File: src/rtl/int_issue_queue.sv
// Integer issue queue: collapsing, oldest-first select, CDB wakeup, valid/ready issue port.
// Optional CDB_BYPASS_EN: forward the live CDB into select for zero-latency wakeup-to-issue.
module int_issue_queue #(
    parameter int DATA_WIDTH   = 32,
    parameter int TAG_WIDTH    = 6,
    parameter int OPCODE_WIDTH = 4,
    parameter int DEPTH        = 4,
    localparam int CNT_W       = $clog2(DEPTH + 1)
) (
    input  logic                    clk,
    input  logic                    reset,
    input  logic                    dispatch_en_integer,
    input  logic [OPCODE_WIDTH-1:0] dispatch_opcode,
    input  logic [TAG_WIDTH-1:0]    dispatch_rd_tag,
    input  logic [DATA_WIDTH-1:0]   dispatch_rs1_data,
    input  logic [TAG_WIDTH-1:0]    dispatch_rs1_tag,
    input  logic                    dispatch_rs1_valid,
    input  logic [DATA_WIDTH-1:0]   dispatch_rs2_data,
    input  logic [TAG_WIDTH-1:0]    dispatch_rs2_tag,
    input  logic                    dispatch_rs2_valid,
    input  logic                    CDB_valid,
    input  logic [TAG_WIDTH-1:0]    CDB_tag,
    input  logic [DATA_WIDTH-1:0]   CDB_data,
    input  logic                    flush,
    output logic                    issueque_full_integer,
    output logic                    issue_valid,
    input  logic                    issue_ready,
    output logic [OPCODE_WIDTH-1:0] issue_opcode,
    output logic [TAG_WIDTH-1:0]    issue_rd_tag,
    output logic [DATA_WIDTH-1:0]   issue_rs1_data,
    output logic [DATA_WIDTH-1:0]   issue_rs2_data,
    output logic [CNT_W-1:0]        issue_count
);
    localparam int IDX_W = $clog2(DEPTH);

    typedef struct packed {
        logic                    vld;
        logic [OPCODE_WIDTH-1:0] opc;
        logic [TAG_WIDTH-1:0]    rd;
        logic                    r1_rdy;
        logic [TAG_WIDTH-1:0]    r1_tag;
        logic [DATA_WIDTH-1:0]   r1_dat;
        logic                    r2_rdy;
        logic [TAG_WIDTH-1:0]    r2_tag;
        logic [DATA_WIDTH-1:0]   r2_dat;
    } entry_t;

    entry_t              ent_q [DEPTH];
    entry_t              ent_d [DEPTH];
    entry_t              woke  [DEPTH+1];
    entry_t              new_ent;
    entry_t              sel_ent;
    logic [CNT_W-1:0]    count_q, count_d;
    logic                hold_q, hold_d;
    logic [IDX_W-1:0]    hold_idx_q, hold_idx_d;
    logic [DEPTH-1:0]    elig;
    logic [IDX_W-1:0]    sel_idx;
    logic                sel_vld;
    logic                full, fire, acc;
    logic [CNT_W-1:0]    wr_slot;

    assign full                  = (count_q == CNT_W'(DEPTH));
    assign issueque_full_integer = full;
    assign issue_count           = count_q;

    // Entries as they look after this cycle's CDB snoop; the extra slot feeds the collapse shift.
    always_comb begin
        for (int i = 0; i < DEPTH; i++) begin
            woke[i] = ent_q[i];
            if (ent_q[i].vld && CDB_valid) begin
                if (!ent_q[i].r1_rdy && ent_q[i].r1_tag == CDB_tag) begin
                    woke[i].r1_rdy = 1'b1;
                    woke[i].r1_dat = CDB_data;
                end
                if (!ent_q[i].r2_rdy && ent_q[i].r2_tag == CDB_tag) begin
                    woke[i].r2_rdy = 1'b1;
                    woke[i].r2_dat = CDB_data;
                end
            end
        end
        woke[DEPTH] = '0;
    end

    always_comb begin
        for (int i = 0; i < DEPTH; i++) begin
`ifdef CDB_BYPASS_EN
            elig[i] = ent_q[i].vld && woke[i].r1_rdy && woke[i].r2_rdy;
`else
            elig[i] = ent_q[i].vld && ent_q[i].r1_rdy && ent_q[i].r2_rdy;
`endif
        end
        sel_idx = '0;
        sel_vld = 1'b0;
        for (int i = 0; i < DEPTH; i++) begin
            if (elig[i] && !sel_vld) begin
                sel_idx = IDX_W'(i);
                sel_vld = 1'b1;
            end
        end
        // A stalled issue keeps its entry even if an older one wakes up meanwhile.
        if (hold_q) begin
            sel_idx = hold_idx_q;
            sel_vld = elig[hold_idx_q];
        end
        sel_ent        = woke[sel_idx];
        issue_valid    = sel_vld;
        issue_opcode   = sel_vld ? sel_ent.opc    : '0;
        issue_rd_tag   = sel_vld ? sel_ent.rd     : '0;
        issue_rs1_data = sel_vld ? sel_ent.r1_dat : '0;
        issue_rs2_data = sel_vld ? sel_ent.r2_dat : '0;
    end

    always_comb begin
        fire    = issue_valid && issue_ready;
        acc     = dispatch_en_integer && !full && !flush;
        wr_slot = count_q - CNT_W'(fire);

        new_ent        = '0;
        new_ent.vld    = 1'b1;
        new_ent.opc    = dispatch_opcode;
        new_ent.rd     = dispatch_rd_tag;
        new_ent.r1_tag = dispatch_rs1_tag;
        new_ent.r2_tag = dispatch_rs2_tag;
        if (dispatch_rs1_valid) begin
            new_ent.r1_rdy = 1'b1;
            new_ent.r1_dat = dispatch_rs1_data;
        end else if (CDB_valid && CDB_tag == dispatch_rs1_tag) begin
            new_ent.r1_rdy = 1'b1;
            new_ent.r1_dat = CDB_data;
        end
        if (dispatch_rs2_valid) begin
            new_ent.r2_rdy = 1'b1;
            new_ent.r2_dat = dispatch_rs2_data;
        end else if (CDB_valid && CDB_tag == dispatch_rs2_tag) begin
            new_ent.r2_rdy = 1'b1;
            new_ent.r2_dat = CDB_data;
        end

        for (int i = 0; i < DEPTH; i++) begin
            if (fire && i >= int'(sel_idx)) ent_d[i] = woke[i+1];
            else                            ent_d[i] = woke[i];
            if (acc && i == int'(wr_slot))  ent_d[i] = new_ent;
            if (flush)                      ent_d[i] = '0;
        end

        count_d    = flush ? '0 : count_q - CNT_W'(fire) + CNT_W'(acc);
        hold_d     = issue_valid && !issue_ready && !flush;
        hold_idx_d = sel_idx;
    end

    always_ff @(posedge clk or posedge reset) begin
        if (reset) begin
            for (int i = 0; i < DEPTH; i++) ent_q[i] <= '0;
            count_q    <= '0;
            hold_q     <= 1'b0;
            hold_idx_q <= '0;
        end else begin
            for (int i = 0; i < DEPTH; i++) ent_q[i] <= ent_d[i];
            count_q    <= count_d;
            hold_q     <= hold_d;
            hold_idx_q <= hold_idx_d;
        end
    end
endmodule

File: config.mk
export PLATFORM = sky130hd
export DESIGN_NAME = int_issue_queue
export DESIGN_NICKNAME = d
export VERILOG_FILES = /design/src/rtl/int_issue_queue.sv
export SDC_FILE = /design/constraint.sdc
export NUM_CORES = 2
export LEC_CHECK = 0
export ABC_AREA = 1
export BUFFER_PORTS_ARGS = -buffer_cell sky130_fd_sc_hd__buf_2
export CORE_MARGIN = 2
export CORE_UTILIZATION = 35
export CTS_BUF_LIST = sky130_fd_sc_hd__clkbuf_4
export CTS_CLUSTER_SIZE = 24
export DETAILED_ROUTE_END_ITERATION = 12
export GPL_TIMING_DRIVEN = 0
export HOLD_SLACK_MARGIN = 0.1
export PLACE_DENSITY = 0.49
export SETUP_SLACK_MARGIN = 0.1
export SYNTH_ARGS = -nofsm -noshare
export SYNTH_HDL_FRONTEND = slang
export SYNTH_SLANG_ARGS = --single-unit
File: constraint.sdc
create_clock -name clk -period 16.5 [get_ports clk]
set_input_delay 1.65 -clock clk [delete_from_list [all_inputs] [get_ports clk]]
set_output_delay 1.65 -clock clk [all_outputs]
set_load 0.005 [all_outputs]
==> impl_metrics.csv <==
group,metric,value,unit
floorplan,start_util,35.2,%
placement,place.gp.congestion,0.971,
sta,finalHoldViolCount,0,
synth,yosys.cell_count.top_type,"nand2_1",
worst_setup_path,end_kind,"primary output",
route,drt-total-wl,154000,um
placement,post-dp-hpwl,109000,um
cts,clk_pin_slew,0.06,ns
sta,period_share,36.8,%
worst_setup_path,path_common_cell,"buf_2",
synth,muxShareOfSynthArea,0,%
floorplan,die_height,285,um
global_routing,antenna_found_initial,7,
cts,cts_buffer_depth,3,
sta,hold-worst-slack,0.506,ns
synth,ys_async_sr_fraction,100,%
worst_setup_path,slowest_stage,"nor2_1",
placement,placed_cells,5804,
worst_setup_path,cp.arrival,4.42,ns
global_routing,grt_overflow_total,0,
synth,synth-seq-area-share,32.7,%
synth,synth_area,27700,sq um
synth,synth_top_area_share,32.7,%
cts,root_buffer,"clkbuf_4",
synth,synth_top_family_by_area,"simple AND/OR/NAND/NOR gates",
worst_setup_path,path_cells,"buf_2 -> buf_2 -> xnor2_1 -> nand2_1 -> nor2_1 -> nand3_2 -> buf_2 -> nand2_1 -> nand3_1 -> nand3_1 -> nor2_1 -> buf_2",
sta,fin_crit,6.07,ns
route,vias,33600,
cts,post_cts_buffers,0,
synth,synthTopCellsByCount,"1797 x nand2_1, 630 x nand3_1, 362 x dfrtp_1",
sta,rsz0062_at_grt,"no",
synth,syn_inst,4578,
cts,hold_buffers,0,
cts,htree_levels,3,
cts,cts_made_buffers,116,
final_layout,fin_nets,5007,
sta,setup_tns,0,ns
route,detail_route.wl_per_cell,25.7,um
route,ant_nets,0,
cts,clkLatencyLatePin,0.96,ns
power_and_ir_drop,power,0.00235,W
final_layout,synthToLayoutAreaGrowth,13.7,%
power_and_ir_drop,power_density,74.6,nW/um^2
floorplan,core-area,78600,sq um
worst_setup_path,critPathRequiredTime,14.85,ns
power_and_ir_drop,leakagePower,17.3,nW
worst_setup_path,crit_type,"input port to primary output",
route,via_per_inst,5.60,
sta,setup_viol,0,
worst_setup_path,cp_num_buf_inv,4,
synth,avgSynthCellArea,6.05,sq um
route,dr.pass1.iters,9,
placement,portBuffers,172,
status,violations,"capacitance limit, slew limit",
global_routing,grt_max_degree,82,
route,dr.first_iter.drc_count,3888,
worst_setup_path,worst-path-max-fanout,10,
synth,ys_seq_elements,362,
floorplan,boundaryPins,211,
synth,synthSimpleGateAreaFrac,44.9,%
synth,synth_area_leaders,"dfrtp_1 33%, nand2_1 24%, nand3_1 11%",
synth,synth-edff-count,0,
synth,synth_nets,4713,
sta,finalMaxSlewViolations,11,
floorplan,dieArea,81300,sq um
worst_setup_path,cpPeakStageDelay,0.83,ns
final_layout,fin_area,31500,sq um
run,maxCapViolCount,1,
sta,tightest_slew,1.51,ns
floorplan,rows,103,
cts,clock-sinks,362,
cts,cts_resized,0,
sta,skew,0.0400,ns
synth,synth-compound-area-share,10.1,%
worst_setup_path,path_delay_family,"simple AND/OR/NAND/NOR gates",
route,drc,0,
final_layout,drive_above_1_share,12.6,%
synth,synth_xor_area_share,0.380,%
cts,cts_tree,"yes",
floorplan,die_w,285,um
global_routing,grt_pass1_vias,31800,
placement,place_area,30000,sq um
power_and_ir_drop,max-vdd-ir-drop,0.0000446,V
global_routing,grtUsageTotal,37.0,%
final_layout,final_cells,6004,
synth,yosysUniqueCellTypes,35,
synth,synthAdderAreaFrac,0.136,%
synth,yosys.area.top_type,"dfrtp_1",
hold_path,hp-class,"flip-flop to flip-flop",
status,outcome,"finished with violations",
sta,fmax,165,MHz
synth,ys_warn_count,0,
worst_setup_path,startpoint_type,"input port",
sta,relSlewSlack,-0.598,%
global_routing,grt_first_pass_wirelength,219000,um
synth,synth_ff_type,"dfrtp_1",
## metal layers
metal	wire [um]	global-route usage (%)	vias up
met5	69	0	-
li1	-	-	15300
met4	9340	20.5	10
met2	67200	56.3	1986
met1	62200	48.4	15900
met3	15400	8.40	433
## sequential cells by signal, summed over array words and instances, names as in the netlist
signal and flops:
ent_q 356, hold_idx_q 2, hold_q 1, issue_count 3
## placed cells by master (no fill, tap or decap), types with 5 or more instances in the layout
master	count
clkbuf_4	175
a22oi_1	10
nand3_2	40
o22ai_1	7
o21ai_1	30
buf_6	15
nand4_1	149
buf_2	305
nor2_2	8
nand2_1	1797
clkbuf_1	171
nand3_1	630
nand3b_1	6
buf_1	33
inv_1	350
a21oi_1	249
xnor2_1	7
nor2_1	221
inv_2	29
clkinv_1	42
dfrtp_1	362
buf_4	18
o21ai_0	255
xor2_1	5
nor2_4	8
## layout make-up
cell class                      instances  area [sq um]
Antenna cell                            3          7.51
Buffer                                370          1740
Clock buffer                          175          1310
Clock inverter                         22           170
Fill cell                            9050         47200
Inverter                              406          1530
Multi-Input combinational cell       3440         15400
Sequential cell                       362          9060
Tap cell                             1050          1310
Timing Repair Buffer                  176           971
## worst paths after layout
kind                       slack (ns)                     end              startpoint  depth (start not counted)
setup / recovery                10.43      issue_rs1_data[28]              CDB_tag[4]                         12
hold / removal                   0.51  ent_q[215]$_DFFE_PP0P_  ent_q[215]$_DFFE_PP0P_                          2
setup reg to reg                11.83    ent_q[255]$_DFF_PP0_    ent_q[305]$_DFF_PP0_                         18
hold reg to reg                  0.51  ent_q[215]$_DFFE_PP0P_  ent_q[215]$_DFFE_PP0P_                          2
max in group asynchronous       14.01    ent_q[185]$_DFF_PP0_                   reset                          5
min in group asynchronous        0.77    ent_q[323]$_DFF_PP0_                   reset                          2
## tightest hold or removal path: stages (launching register included)
cell and delay [ns]:
dfrtp_1 0.35, nand2_1 0.06, nand2_1 0.06
## kinds of logic (layout without fill, tap and decap cells)
logic type	after synthesis	in the layout
XOR/XNOR	12	12
adder cells (fa/ha/maj)	3	3
AND/OR/NAND/NOR	2873	2873
buffers and inverters	776	1149
flip-flops	362	362
AO/OA/AOI/OAI	552	552
other	0	3
## where the power goes
| group | leakage, nW | internal, W | total, W | switching, W |
|---|---|---|---|---|
| Combinational | 11.5 | 0.000103 | 0.000412 | 0.000309 |
| Sequential | 5.00 | 0.000917 | 0.000929 | 0.0000121 |
| Clock | 0.879 | 0.000521 | 0.00100 | 0.000483 |
## stage by stage
step	setup WS, ns	utilization (%)
finish	10.43	40.0
global route	10.42	40.0
CTS	10.52	40.0
detailed placement	10.52	38.1
global placement	-1.44	38.0
floorplan	4.80	-
(Power assumes the default switching activity.)
